[src/rtl/core_run_ctrl_if.sv]
// -----------------------------------------------------------------------------
// core_run_ctrl_if
// Command channel into the core run controller.
//
// Handshake: a command transfers on a rising clk edge where cmd_valid_i and
// cmd_ready_o are both 1. The controller keeps cmd_ready_o at 1, so every
// strobe is accepted and acts on that same edge. The master holds cmd_op_i
// and cmd_data_i stable whenever cmd_valid_i is 1.
//
// Signals:
//   cmd_valid_i  master -> slave  command strobe
//   cmd_ready_o  slave  -> master command accepted (always 1)
//   cmd_op_i     master -> slave  3-bit opcode
//   cmd_data_i   master -> slave  32-bit operand (breakpoint address)
// -----------------------------------------------------------------------------
interface core_run_ctrl_if;
  logic        cmd_valid_i;
  logic        cmd_ready_o;
  logic [2:0]  cmd_op_i;
  logic [31:0] cmd_data_i;

  modport master (
    output cmd_valid_i,
    output cmd_op_i,
    output cmd_data_i,
    input  cmd_ready_o
  );

  modport slave (
    input  cmd_valid_i,
    input  cmd_op_i,
    input  cmd_data_i,
    output cmd_ready_o
  );
endinterface

[src/rtl/core_run_ctrl.sv]
// -----------------------------------------------------------------------------
// core_run_ctrl
// Run/halt/step controller for a simple core. Gates the core with a
// registered enable, stops on a PC breakpoint, single-steps one retire,
// and detects program completion (jump-to-self below FINISH_LIMIT), at
// which point it captures x10 and parks in FINISHED until reset.
//
// Ports:
//   clk, rst_n      clock (rising edge), asynchronous active-low reset
//   cmd             command channel (slave modport of core_run_ctrl_if)
//   pc_i, instr_i   PC / encoding of the instruction retiring this cycle
//   retire_i        one instruction retires (ignored while core_en_o=0)
//   result_i        live value of x10
//   core_en_o       core advance enable (registered)
//   state_o         0 HALTED, 1 RUNNING, 2 STEPPING, 3 FINISHED
//   halt_cause_o    0 NONE, 1 CMD, 2 BP, 3 STEP, 4 FINISH
//   cycle_cnt_o     enabled cycles, saturating
//   retire_cnt_o    enabled retires, saturating
//   result_o        x10 captured at finish
//   done_o          sticky finish flag
// -----------------------------------------------------------------------------
module core_run_ctrl #(
  parameter logic [31:0] FINISH_LIMIT = 32'h0000_0020,
  parameter logic [31:0] FINISH_INSTR = 32'h0000_006f,
  parameter bit          BOOT_RUN     = 1'b1
) (
  input  logic                  clk,
  input  logic                  rst_n,
  core_run_ctrl_if.slave        cmd,
  input  logic [31:0]           pc_i,
  input  logic [31:0]           instr_i,
  input  logic                  retire_i,
  input  logic [31:0]           result_i,
  output logic                  core_en_o,
  output logic [1:0]            state_o,
  output logic [2:0]            halt_cause_o,
  output logic [31:0]           cycle_cnt_o,
  output logic [31:0]           retire_cnt_o,
  output logic [31:0]           result_o,
  output logic                  done_o
);

  typedef enum logic [1:0] {
    ST_HALTED   = 2'd0,
    ST_RUNNING  = 2'd1,
    ST_STEPPING = 2'd2,
    ST_FINISHED = 2'd3
  } state_e;

  typedef enum logic [2:0] {
    CAUSE_NONE   = 3'd0,
    CAUSE_CMD    = 3'd1,
    CAUSE_BP     = 3'd2,
    CAUSE_STEP   = 3'd3,
    CAUSE_FINISH = 3'd4
  } cause_e;

  localparam logic [2:0] OP_RUN     = 3'd1;
  localparam logic [2:0] OP_HALT    = 3'd2;
  localparam logic [2:0] OP_STEP    = 3'd3;
  localparam logic [2:0] OP_SET_BP  = 3'd4;
  localparam logic [2:0] OP_CLR_BP  = 3'd5;
  localparam logic [2:0] OP_CLR_CNT = 3'd6;

  localparam logic [31:0] CNT_MAX    = 32'hFFFF_FFFF;
  localparam state_e      BOOT_STATE = BOOT_RUN ? ST_RUNNING : ST_HALTED;

  state_e      state_q, state_d;
  cause_e      cause_q, cause_d;
  logic        core_en_q, core_en_d;
  logic        bp_en_q, bp_en_d;
  logic [31:0] bp_addr_q, bp_addr_d;
  logic        bp_skip_q, bp_skip_d;
  logic        done_q, done_d;
  logic [31:0] result_q, result_d;
  logic [31:0] cycle_cnt_q, cycle_cnt_d;
  logic [31:0] retire_cnt_q, retire_cnt_d;

  logic cmd_acc;
  logic cmd_run, cmd_halt, cmd_step, cmd_set_bp, cmd_clr_bp, cmd_clr_cnt;
  logic retire_eff, finish_hit, bp_hit, step_done;

  assign cmd.cmd_ready_o = 1'b1;
  assign cmd_acc         = cmd.cmd_valid_i & cmd.cmd_ready_o;

  assign cmd_run     = cmd_acc && (cmd.cmd_op_i == OP_RUN);
  assign cmd_halt    = cmd_acc && (cmd.cmd_op_i == OP_HALT);
  assign cmd_step    = cmd_acc && (cmd.cmd_op_i == OP_STEP);
  assign cmd_set_bp  = cmd_acc && (cmd.cmd_op_i == OP_SET_BP);
  assign cmd_clr_bp  = cmd_acc && (cmd.cmd_op_i == OP_CLR_BP);
  assign cmd_clr_cnt = cmd_acc && (cmd.cmd_op_i == OP_CLR_CNT);

  // A retire only counts while the core is actually enabled.
  assign retire_eff = retire_i & core_en_q;
  assign finish_hit = retire_eff && (pc_i < FINISH_LIMIT) && (instr_i == FINISH_INSTR);
  // bp_skip_q exempts the first retire after leaving HALTED so a resume
  // sitting on the breakpoint PC can get past it.
  assign bp_hit     = (state_q == ST_RUNNING) && retire_eff && bp_en_q &&
                      (pc_i == bp_addr_q) && !bp_skip_q;
  assign step_done  = (state_q == ST_STEPPING) && retire_eff;

  // Next-state and datapath update.
  always_comb begin
    state_d      = state_q;
    cause_d      = cause_q;
    bp_en_d      = bp_en_q;
    bp_addr_d    = bp_addr_q;
    bp_skip_d    = bp_skip_q;
    done_d       = done_q;
    result_d     = result_q;
    cycle_cnt_d  = cycle_cnt_q;
    retire_cnt_d = retire_cnt_q;

    // Counters: clear beats increment; saturate instead of wrapping.
    if (cmd_clr_cnt) begin
      cycle_cnt_d  = '0;
      retire_cnt_d = '0;
    end else if (core_en_q) begin
      if (cycle_cnt_q != CNT_MAX) cycle_cnt_d = cycle_cnt_q + 32'd1;
      if (retire_i && (retire_cnt_q != CNT_MAX)) retire_cnt_d = retire_cnt_q + 32'd1;
    end

    if (retire_eff) bp_skip_d = 1'b0;

    // Breakpoint programming is frozen once the program has finished.
    if (state_q != ST_FINISHED) begin
      if (cmd_set_bp) begin
        bp_en_d   = 1'b1;
        bp_addr_d = cmd.cmd_data_i;
      end else if (cmd_clr_bp) begin
        bp_en_d = 1'b0;
      end
    end

    // Priority inside the enabled states: FINISH > BP > STEP > HALT.
    case (state_q)
      ST_HALTED: begin
        if (cmd_run) begin
          state_d   = ST_RUNNING;
          cause_d   = CAUSE_NONE;
          bp_skip_d = 1'b1;
        end else if (cmd_step) begin
          state_d   = ST_STEPPING;
          cause_d   = CAUSE_NONE;
          bp_skip_d = 1'b1;
        end
      end
      ST_RUNNING: begin
        if (finish_hit) begin
          state_d  = ST_FINISHED;
          cause_d  = CAUSE_FINISH;
          done_d   = 1'b1;
          result_d = result_i;
        end else if (bp_hit) begin
          state_d = ST_HALTED;
          cause_d = CAUSE_BP;
        end else if (cmd_halt) begin
          state_d = ST_HALTED;
          cause_d = CAUSE_CMD;
        end
      end
      ST_STEPPING: begin
        if (finish_hit) begin
          state_d  = ST_FINISHED;
          cause_d  = CAUSE_FINISH;
          done_d   = 1'b1;
          result_d = result_i;
        end else if (step_done) begin
          state_d = ST_HALTED;
          cause_d = CAUSE_STEP;
        end else if (cmd_halt) begin
          state_d = ST_HALTED;
          cause_d = CAUSE_CMD;
        end
      end
      default: begin
        // FINISHED: only reset leaves this state.
      end
    endcase

    core_en_d = (state_d == ST_RUNNING) || (state_d == ST_STEPPING);
  end

  always_ff @(posedge clk or negedge rst_n) begin
    if (!rst_n) begin
      state_q      <= BOOT_STATE;
      cause_q      <= CAUSE_NONE;
      core_en_q    <= BOOT_RUN;
      bp_en_q      <= 1'b0;
      bp_addr_q    <= '0;
      bp_skip_q    <= 1'b0;
      done_q       <= 1'b0;
      result_q     <= '0;
      cycle_cnt_q  <= '0;
      retire_cnt_q <= '0;
    end else begin
      state_q      <= state_d;
      cause_q      <= cause_d;
      core_en_q    <= core_en_d;
      bp_en_q      <= bp_en_d;
      bp_addr_q    <= bp_addr_d;
      bp_skip_q    <= bp_skip_d;
      done_q       <= done_d;
      result_q     <= result_d;
      cycle_cnt_q  <= cycle_cnt_d;
      retire_cnt_q <= retire_cnt_d;
    end
  end

  assign core_en_o    = core_en_q;
  assign state_o      = state_q;
  assign halt_cause_o = cause_q;
  assign cycle_cnt_o  = cycle_cnt_q;
  assign retire_cnt_o = retire_cnt_q;
  assign result_o     = result_q;
  assign done_o       = done_q;

endmodule
[src/flat_wrapper.sv]
// flat-port wrapper written by rule: the top's interface ports become plain ports
module core_run_ctrl_flat 
#(
  parameter logic [31:0] FINISH_LIMIT = 32'h0000_0020,
  parameter logic [31:0] FINISH_INSTR = 32'h0000_006f,
  parameter bit          BOOT_RUN     = 1'b1
)
  (clk, rst_n, pc_i, instr_i, retire_i, result_i, core_en_o, state_o, halt_cause_o, cycle_cnt_o, retire_cnt_o, result_o, done_o, cmd_cmd_valid_i, cmd_cmd_op_i, cmd_cmd_data_i, cmd_cmd_ready_o);
  core_run_ctrl_if cmd_i ();
  input  logic clk;
  input  logic rst_n;
  input  logic [31:0] pc_i;
  input  logic [31:0] instr_i;
  input  logic retire_i;
  input  logic [31:0] result_i;
  output logic core_en_o;
  output logic [1:0] state_o;
  output logic [2:0] halt_cause_o;
  output logic [31:0] cycle_cnt_o;
  output logic [31:0] retire_cnt_o;
  output logic [31:0] result_o;
  output logic done_o;
  input wire logic [$bits(cmd_i.cmd_valid_i)-1:0] cmd_cmd_valid_i;
  input wire logic [$bits(cmd_i.cmd_op_i)-1:0] cmd_cmd_op_i;
  input wire logic [$bits(cmd_i.cmd_data_i)-1:0] cmd_cmd_data_i;
  output wire logic [$bits(cmd_i.cmd_ready_o)-1:0] cmd_cmd_ready_o;
  assign cmd_i.cmd_valid_i = cmd_cmd_valid_i;
  assign cmd_i.cmd_op_i = cmd_cmd_op_i;
  assign cmd_i.cmd_data_i = cmd_cmd_data_i;
  assign cmd_cmd_ready_o = cmd_i.cmd_ready_o;
  core_run_ctrl #(.FINISH_LIMIT(FINISH_LIMIT), .FINISH_INSTR(FINISH_INSTR), .BOOT_RUN(BOOT_RUN)) u_core (.clk(clk), .rst_n(rst_n), .cmd(cmd_i), .pc_i(pc_i), .instr_i(instr_i), .retire_i(retire_i), .result_i(result_i), .core_en_o(core_en_o), .state_o(state_o), .halt_cause_o(halt_cause_o), .cycle_cnt_o(cycle_cnt_o), .retire_cnt_o(retire_cnt_o), .result_o(result_o), .done_o(done_o));
endmodule
[config.mk]
export PLATFORM = sky130hd
export DESIGN_NAME = core_run_ctrl_flat
export DESIGN_NICKNAME = d
export VERILOG_FILES = /design/src/rtl/core_run_ctrl_if.sv /design/src/rtl/core_run_ctrl.sv /design/src/flat_wrapper.sv
export SDC_FILE = /design/constraint.sdc
export NUM_CORES = 1
export LEC_CHECK = 0
export BUFFER_PORTS_ARGS = -buffer_cell sky130_fd_sc_hd__buf_2
export CELL_PAD_IN_SITES_DETAIL_PLACEMENT = 1
export CELL_PAD_IN_SITES_GLOBAL_PLACEMENT = 1
export CORE_MARGIN = 4
export CORE_UTILIZATION = 40
export CTS_CLUSTER_DIAMETER = 120
export DETAILED_ROUTE_END_ITERATION = 8
export GPL_ROUTABILITY_DRIVEN = 0
export PLACE_DENSITY_LB_ADDON = 0.1
export SETUP_SLACK_MARGIN = 0.5
export SYNTH_ARGS = -nofsm -noshare
export SYNTH_HDL_FRONTEND = slang
export SYNTH_SLANG_ARGS = --single-unit
[constraint.sdc]
create_clock -name clk -period 4.1 [get_ports clk]
set_input_delay 0.205 -clock clk [delete_from_list [all_inputs] [get_ports clk]]
set_output_delay 0.205 -clock clk [all_outputs]
set_load 0.01 [all_outputs]
==> run summary, run 1 <==
Outcome -> finished clean
Vias in the first global route -> 6,968
Critical path class -> reg -> reg
Critical Path Start Type -> flop
First-pass GRT wire length -> 35,900 um
Initial DRC count -> 236
Leak Pwr -> 4.40 nW
VDD IR max -> 0.000322 V
Starting Density -> 0.409
Most frequent cells in the layout -> 236 x buf_2, 135 x dfrtp_1, 64 x mux2_2, 56 x nand2_1, 55 x nor2_1
Cts bufs inserted -> 17
WL met2 -> 11,400 um
TNS Setup -> 0 ps
PD cells -> 448 nW/um2
Top cells by area, synth -> dfrtp_1 48%, mux2_2 10%, xor2_1 4.7%
Worst Hold Slack -> 15.6 ps
Port Buffers -> 237
CP bufs+invs -> 0
Syn nets -> 814
Hold Vio Cnt, Final -> 0
Hold_buf cts -> 3
Fmax -> 379 MHz
Endpoint class of the critical path -> flop
Worst setup margin -> 1460 ps
Met3 WL -> 1620 um
Vias per cell -> 5.47
Final wirelength -> 22,100 um
Pre-Repair DR Iteration Count -> 4
CP Cell Sequence -> and4_1, and3_1, nand3_1, nor2_1, o311ai_0, o41ai_1
DRT met1 WL -> 8750 um
Clk_lat worst skew -> 420 ps
Max-cap violations -> 0
Register area share after synthesis -> 0.485
Worst hold path type -> in -> reg
Die X -> 141 um
Total global routing overflow -> 0
Row count -> 48
Vias -> 6,289
R2R cell count -> 6
Pin count of the biggest net entering global routing -> 63
Worst-path fanout max -> 18
Die area -> 19,900 um2
Initial antenna violation count -> 0
Pre-CTS setup slack -> 1480 ps
Post-DRT Antenna Nets -> 0
Total stage count of the critical path -> 6
Clock-pin slew on the worst setup and hold paths -> 60 ps
Cell taking the most area after synthesis -> dfrtp_1
Post-Route Utilization -> 0.526
Top FF cell, synth -> dfrtp_1
H-tree Lvls -> 4
Post-CTS Setup Bufs -> 0
Area growth from synthesis to layout -> 28.8%
CORE AREA -> 17,300 um2
Setup Skew -> 12.2 ps
#FFs+latches synth -> 137
Final setup vio count -> 0
Cell variety after synth -> 59
Yosys warns -> 0
Fin crit period -> 2640 ps
Avg WL per Cell -> 19.2 um
TritonCTS clock tree -> built
Max stage delay cell, worst path -> nor2_1
Root Buffer -> clkbuf_16
Clk sinks -> 137
Worst path arrival time -> 2930 ps
DRC -> 0
DP HPWL -> 16,500 um
Max Root-Sink Buffers -> 2
Slew @ Worst Pin -> 806 ps
# diodes -> 0
Number of synthesized flops with an enable pin -> 0
Max layer used -> met4
Boundary pin count -> 239
Average cell area after synthesis -> 10.5 um2
Most common cell after layout, fill and taps aside -> buf_2
WHS Path Cells -> 2
Max Slew Vio Count -> 0
Worst EP required -> 4390 ps
Family with the most delay on the worst path -> simple AND/OR/NAND/NOR gates
Final-stage net count -> 1,053
Share of the synthesized area in the top cell type -> 0.478
RSZ-0062 raised after global routing -> false
Die Height -> 141 um
PostCTS Resize Cnt -> 0
FFs w/ async S/R, synth -> 1.00
Slew HR -> 0.458
Mapped cell area -> 7070 um2
GRT Resource Usage Total -> 0.225
Share of layout cells above drive strength 1 -> 0.384
Tcrit/Tclk final -> 0.644
Largest stage delay, worst path -> 730 ps
Synth Instances -> 673
[path summary, 6_finish.rpt]
check	slack, ps	startpoint	to
worst max-delay path	1460	u_core.cycle_cnt_o[6]$_DFFE_PN0P_	u_core.cycle_cnt_o[9]$_DFFE_PN0P_
worst min-delay path	20	result_i[0]	u_core.result_o[0]$_DFFE_PN0P_
worst max register to register	1460	u_core.cycle_cnt_o[6]$_DFFE_PN0P_	u_core.cycle_cnt_o[9]$_DFFE_PN0P_
worst min register to register	470	u_core.done_o$_DFFE_PN0P_	u_core.done_o$_DFFE_PN0P_
max in group asynchronous	2790	rst_n	u_core.cycle_cnt_o[9]$_DFFE_PN0P_
min in group asynchronous	280	rst_n	u_core.cycle_cnt_o[16]$_DFFE_PN0P_
[cells in the mapped netlist, drive strengths merged (2+ instances only)]
cell and n:
or2 3, nand3 24, nand4b 2, nor4b 8, xnor2 37, o211ai 9, and4 3, a21oi 15
or4 9, nand2 56, inv 9, nor3b 2, or3 9, nor4 46, o31ai 2, and2 6
dfstp 2, nor3 15, a222oi 2, buf 10, and3 13, o2111ai 2, o221ai 3, nand4 21
mux2 64, nand3b 2, o41ai 3, nand2b 5, nor2 55, dfrtp 135, xor2 38, a2111oi 2
a31oi 2, o21ai 19, clkbuf 19, a31o 2, ha 6
[per-stage QoR]
stage,cells,instance area [um2],power (mW)
floorplan,673,7070,2.19
global placement,1114,8470,2.51
detailed placement,1114,8470,2.56
CTS,1149,9090,4.12
global route,1150,9100,4.31
finish,1150,9100,4.08
[final cells by class]
type,count,area [um2]
Fill cell,1968,8190
Clock inverter,15,168
Multi-Input combinational cell,498,3470
Tap cell,225,282
Clock buffer,17,425
Sequential cell,137,3430
Timing Repair Buffer,249,1290
Inverter,9,33.8
[per-layer routing]
metal | vias to the layer above | global-route usage
li1 | 2947 | -
met3 | 22 | 0.0777
met4 | 0 | 0.0617
met2 | 178 | 0.396
met1 | 3142 | 0.260
met5 | - | 0
[kinds of logic (layout without fill, tap and decap cells)]
kind of cell / Yosys count / count (layout) / synth area share
and+or+nand+nor: 282 / 282 / 0.216
muxes: 64 / 64 / 0.102
DFF: 137 / 137 / 0.485
adders and majority gates: 6 / 6 / 0.0106
other: 1 / 1 / 0.000531
buffers and inverters: 38 / 290 / 0.0251
AOI/OAI and AO/OA: 70 / 70 / 0.0678
xor gates and xnor gates: 75 / 75 / 0.0929
[worst register-to-register path, delay by kind of cell, from the launching register on]
kind	cells	cell delay, ps
AND/OR/NAND/NOR	4	1710
AO/OA/AOI/OAI	2	370
flip-flops	1	450
[registers in the layout, summed over array words and instances (netlist names)]
signal	count
u_core.bp_skip_q	1
u_core.result_o	32
u_core.cycle_cnt_o	32
u_core.core_en_o	1
u_core.state_o	2
u_core.done_o	1
u_core.bp_addr_q	32
u_core.halt_cause_o	3
u_core.bp_en_q	1
u_core.retire_cnt_o	32
[where the power goes]
part	leakage, nW	internal (mW)	total, mW	switching, mW
clock network	0.279	0.908	1.53	0.626
registers	1.83	1.54	1.73	0.193
logic	2.29	0.368	0.816	0.449
Power figures use the tool's default switching activity.
==> run 2: changes to the inputs <==
--- a/config.mk
+++ b/config.mk
@@ -5,11 +5,12 @@
 export SDC_FILE = /design/constraint.sdc
 export NUM_CORES = 1
 export LEC_CHECK = 0
+export ABC_AREA = 1
 export BUFFER_PORTS_ARGS = -buffer_cell sky130_fd_sc_hd__buf_2
 export CELL_PAD_IN_SITES_DETAIL_PLACEMENT = 1
 export CELL_PAD_IN_SITES_GLOBAL_PLACEMENT = 1
 export CORE_MARGIN = 4
-export CORE_UTILIZATION = 40
+export CORE_UTILIZATION = 37
 export CTS_CLUSTER_DIAMETER = 120
 export DETAILED_ROUTE_END_ITERATION = 8
 export GPL_ROUTABILITY_DRIVEN = 0
==> constraint.sdc (replaced) <==
create_clock -name clk -period 2.8 [get_ports clk]
set_input_delay 0.14 -clock clk [delete_from_list [all_inputs] [get_ports clk]]
set_output_delay 0.14 -clock clk [all_outputs]
set_load 0.01 [all_outputs]
==> run summary, run 2 <==
Die Height -> 154 um
Slew HR -> 0.399
Worst EP required -> 3140 ps
Mux cell area share after synthesis -> 0.0654
Count leader, synth -> nand2_1
Leak Pwr -> 5.46 nW
Fillers -> 2,634
Max-cap violations -> 0
Flop-to-flop setup slack -> 630 ps
Critical R2R Launch -> u_core.cycle_cnt_o[1]$_DFFE_PN0P_
Yosys warns -> 0
Clk sinks -> 137
Syn nets -> 1,167
Synth Area in Compound Gates -> 0.0880
Worst path arrival time -> 2510 ps
Boundary pin count -> 239
#FFs+latches synth -> 137
Setup Skew -> 19.6 ps
Final-stage net count -> 1,486
Most common cell after layout, fill and taps aside -> buf_2
GRT Resource Usage Total -> 0.237
Tcrit/Tclk final -> 0.776
Final wirelength -> 28,300 um
Main combinational cell family by area after synthesis -> simple AND/OR/NAND/NOR gates
Worst hold path type -> in -> reg
Dpl cells -> 1,527
Post-DRT Antenna Nets -> 0
Worst setup margin -> 627 ps
Reg2reg end -> u_core.cycle_cnt_o[26]$_DFFE_PN0P_
Critical Path Start Type -> flop
Row count -> 53
DRC -> 0
Post-Synth Simple-Gate Area -> 0.296
Die X -> 154 um
Register area share after synthesis -> 0.433
Clock-pin slew on the worst setup and hold paths -> 70 ps
Commonest cells post-synth -> 230 x nand2_1, 147 x nor2_1, 135 x dfrtp_1, 119 x inv_1
Slew @ Worst Pin -> 895 ps
Critical path class -> reg -> reg
Endpoint class of the critical path -> flop
Pre-Repair DR Iteration Count -> 5
Max Root-Sink Buffers -> 2
Worst Setup EP -> u_core.cycle_cnt_o[26]$_DFFE_PN0P_
Initial antenna violation count -> 0
Share of the synthesized area in the top cell type -> 0.427
Initial DRC count -> 344
Layout Cells excl Fill -> 1,633
Pin count of the biggest net entering global routing -> 69
FFs w/ async S/R, synth -> 1.00
Starting Density -> 0.377
Fmax -> 460 MHz
PD cells -> 479 nW/um2
Multi-input gate area -> 3970 um2
Post-Synth Adder-Cell Area -> 0.00948
TritonCTS clock tree -> built
First-pass GRT wire length -> 45,600 um
Top cells by area, synth -> dfrtp_1 43%, nand2_1 11%, nor2_1 7.0%
Xor/xnor share of the synthesized area -> 0.0321
Vias in the first global route -> 8,751
VDD IR max -> 0.000355 V
RSZ-0062 raised after global routing -> true
# diodes -> 0
Cell variety after synth -> 45
Number of synthesized flops with an enable pin -> 0
Total global routing overflow -> 0
Setup crit start -> u_core.cycle_cnt_o[1]$_DFFE_PN0P_
Post-Route Utilization -> 0.517
CORE AREA -> 21,000 um2
Die area -> 23,800 um2
Share of layout cells above drive strength 1 -> 0.279
Root Buffer -> clkbuf_16
R2R cell count -> 14
Clk_lat worst skew -> 440 ps
Top FF cell, synth -> dfrtp_1
Hold path startpoint -> cmd_cmd_op_i[0]
Final setup vio count -> 0
Reg area -> 3430 um2
TNS Setup -> 0 ps
Vias per cell -> 4.97
Most frequent cells in the layout -> 236 x buf_2, 228 x nand2_1, 143 x nor2_1, 135 x dfrtp_1, 119 x inv_1
Max Slew Vio Count -> 0
Fin crit period -> 2170 ps
Vias -> 8,108
Worst-path fanout max -> 21
Hold Vio Cnt, Final -> 0
Outcome -> finished clean
Average cell area after synthesis -> 7.71 um2
Cell taking the most area after synthesis -> dfrtp_1
Avg WL per Cell -> 17.3 um
Synth Instances -> 1,026
Mapped cell area -> 7920 um2
Pre-CTS setup slack -> 372 ps
Area growth from synthesis to layout -> 37.4%
DP HPWL -> 19,800 um
Cts bufs inserted -> 17
H-tree Lvls -> 4
Port Buffers -> 237
==> run 2: cell types whose count changed after synthesis, moves of 35 or more <==
cell	before	now
inv_1	9	119
nor2_1	55	147
nand2_1	56	230
nand3_1	24	59
o21ai_0	18	59
nor4_1	45	3
==> run 2: routing by layer <==
layer  wire length (um)  global-route usage  part of all wire  up-vias
li1                   -                   -                 -     3978
met2              14100               0.414              0.50      225
met4                271              0.0576            0.0096        0
met5                  0                   0                 0        -
met3               1880              0.0562             0.066       26
met1              12000               0.297              0.42     3879
==> run 2: kinds of logic (layout without fill, tap and decap cells) <==
family | count (synthesis) | after routing
DFF | 137 | 137
other | 1 | 1
muxes | 46 | 46
and+or+nand+nor | 538 | 538
adders and majority gates | 6 | 6
AOI/OAI and AO/OA | 122 | 122
xor gates and xnor gates | 29 | 29
buffers and inverters | 147 | 479
==> run 2: worst min-delay path by stage <==
| stage | depth (start not counted) | to | slack (ps) |
|---|---|---|---|
| finish | 3 | u_core.bp_skip_q$_DFF_PN0_ | 80 |
| global route | 3 | u_core.bp_skip_q$_DFF_PN0_ | 80 |
| CTS | 3 | u_core.bp_skip_q$_DFF_PN0_ | 60 |
| detailed placement | 1 | u_core.bp_addr_q[15]$_DFFE_PN0P_ | 90 |
| global placement | 1 | u_core.bp_addr_q[15]$_DFFE_PN0P_ | 80 |
| floorplan | 0 | u_core.bp_addr_q[0]$_DFFE_PN0P_ | -160 |
==> run 2: power by group <==
part	switching, mW	internal, mW
logic	0.345	0.276
clock network	1.07	1.37
registers	0.0939	2.06
==> run 2: what timing repair did <==
action | 4_1_cts | 5_1_grt
gates resized for setup | 6 | 17
hold buffers | 65 | 0
endpoints found under the setup margin | 30 | 81
setup buffers | 2 | 7
pin swaps | 0 | 5
endpoints found under the hold margin | 99 | 0
==> run 2: critical path, cell delays in order, from the launching register on <==
cell,delay (ps)
dfrtp_1,430
ha_4,180
nand2_2,70
nor2_4,180
nand2_4,100
nor2_4,130
nand2_2,80
nor2_2,100
nand3_2,90
o21ai_4,200
clkinv_4,110
nor2_8,120
buf_12,160
nand2_1,50
o21ai_0,80
==> run 2: metrics by stage <==
step                      instance area, um2  hold WS [ps]  total power [mW]
after CTS                              10700          61.3              5.26
after global placement                  9440          83.6              2.71
final                                  10900          84.0              5.21
after global routing                   10900          83.6              5.44
after floorplan                         7920          -156              2.41
after detailed placement                9440          85.1              2.72
==> run 2: cell type report <==
type	count	area share
Clock buffer	17	0.0391
Clock inverter	15	0.0178
Inverter	123	0.0432
Multi-Input combinational cell	742	0.365
Sequential cell	137	0.316
Tap cell	275	0.0316
Timing Repair Buffer	324	0.187
==> run 3: changes to the inputs <==
==> constraint.sdc (replaced) <==
create_clock -name clk -period 2.2 [get_ports clk]
set_input_delay 0.11 -clock clk [delete_from_list [all_inputs] [get_ports clk]]
set_output_delay 0.11 -clock clk [all_outputs]
set_load 0.01 [all_outputs]
==> run summary, run 3 (synthesis results as in run 2) <==
Outcome -> finished clean
RSZ-0062 raised after global routing -> true
Critical path class -> reg -> reg
PD cells -> 539 nW/um2
Slew @ Worst Pin -> 576 ps
Endpoint class of the critical path -> flop
Share of layout cells above drive strength 1 -> 0.434
TritonCTS clock tree -> built
Met1 usage -> 0.322
Max stage delay cell, worst path -> dfrtp_2
Largest stage delay, worst path -> 520 ps
Clk sinks -> 137
Port Buffers -> 237
Die area -> 23,800 um2
First-pass GRT wire length -> 51,600 um
GRT Resource Usage Total -> 0.271
Post-route cell area -> 12,900 um2
Fin crit period -> 2130 ps
Max Root-Sink Buffers -> 2
Die X -> 154 um
Critical Path Start Type -> flop
Die Height -> 154 um
M3 GR Usage -> 0.0607
Grt met2 use -> 0.483
Tcrit/Tclk final -> 0.967
Setup Skew -> 12.7 ps
Pre-CTS setup slack -> 69.4 ps
Worst setup margin -> 72.8 ps
Final wirelength -> 35,000 um
Hold Vio Cnt, Final -> 0
R2R cell count -> 12
Vias per cell -> 5.24
Fmax -> 470 MHz
Initial DRC count -> 410
Worst Hold Slack -> 61.1 ps
Initial antenna violation count -> 1
Cts bufs inserted -> 17
VDD IR max -> 0.000466 V
Most frequent cells in the layout -> 236 x buf_2, 197 x nand2_1, 126 x nor2_1, 126 x dfrtp_1, 109 x inv_1
Worst EP required -> 2540 ps
Area growth from synthesis to layout -> 62.8%
Clock-pin slew on the worst setup and hold paths -> 60 ps
H-tree Lvls -> 4
Most common cell after layout, fill and taps aside -> buf_2
Post-DRT Antenna Nets -> 0
Row count -> 53
Final Total Pwr -> 6.95 mW
Final-stage net count -> 1,589
Boundary pin count -> 239
CORE AREA -> 21,000 um2
Vias in the first global route -> 9,693
Worst path arrival time -> 2460 ps
Starting Density -> 0.377
Final setup vio count -> 0
Root Buffer -> clkbuf_16
Dpl cell area -> 9830 um2
Leak Pwr -> 6.40 nW
Clk_lat worst skew -> 430 ps
WHS Path Cells -> 3
Pin count of the biggest net entering global routing -> 49
Total global routing overflow -> 0
Max-cap violations -> 0
Avg WL per Cell -> 20.2 um
Worst-path fanout max -> 6
TNS Setup -> 0 ps
DP HPWL -> 21,300 um
Slew HR -> 0.616
CP Cell Sequence -> nand2_1, nor3_2, nand2_1, nor2_2, nand3_2, o21ai_4, inv_4, nor2_8, buf_6, clkbuf_16, nand2_4, o31ai_4
DRC -> 0
Worst hold path type -> in -> reg
Most Frequent Cell on Critical Path -> nand2_1
Vias -> 9,099
Max Slew Vio Count -> 0
Pre-Repair DR Iteration Count -> 5
Global route hottest layer -> met2
run 3: critical path: cells and delay by family, from the launching register on:
family / cells / cell delay [ps]
AOI/OAI and AO/OA: 2 / 250
and+or+nand+nor: 7 / 880
buffers and inverters: 3 / 370
DFF: 1 / 520
run 3: worst paths after layout:
kind	startpoint	end	slack [ps]
worst min register to register	u_core.done_o$_DFFE_PN0P_	u_core.done_o$_DFFE_PN0P_	500
worst min-delay path	cmd_cmd_op_i[0]	u_core.bp_skip_q$_DFF_PN0_	60
min in group asynchronous	rst_n	u_core.bp_addr_q[15]$_DFFE_PN0P_	180
worst max-delay path	u_core.cycle_cnt_o[18]$_DFFE_PN0P_	u_core.cycle_cnt_o[24]$_DFFE_PN0P_	70
worst max register to register	u_core.cycle_cnt_o[18]$_DFFE_PN0P_	u_core.cycle_cnt_o[24]$_DFFE_PN0P_	70
max in group asynchronous	rst_n	u_core.retire_cnt_o[20]$_DFFE_PN0P_	1320
run 3: what timing repair did:
item	CTS	global route
pin swaps	30	46
cloned	10	4
setup endpoints to repair	114	130
endpoints found under the hold margin	105	0
resized for setup	130	127
setup buffers	40	27
hold buffers	65	0
run 3: layout make-up:
cell class / count / area, um2
Fill cell: 2492 / 8130
Multi-Input combinational cell: 750 / 4990
Sequential cell: 137 / 3440
Timing Repair Buffer: 419 / 2990
Inverter: 123 / 498
Clock buffer: 18 / 429
Tap cell: 275 / 344
Clock inverter: 14 / 196
Antenna cell: 1 / 2.50
run 3: stage by stage:
step	util	cells
finish	0.613	1737
global placement	0.468	1558
global route	0.613	1737
floorplan	-	1026
detailed placement	0.468	1558
CTS	0.572	1705
run 3: layer usage:
| layer | wire, um | vias up |
|---|---|---|
| met5 | 0 | - |
| met3 | 1770 | 81 |
| met1 | 13800 | 4518 |
| met4 | 967 | 0 |
| met2 | 18500 | 287 |
| li1 | - | 4213 |
run 3: where the power goes:
part	internal [mW]	switching, mW
clock network	1.91	1.22
logic	0.480	0.600
registers	2.62	0.114
total	5.01	1.94
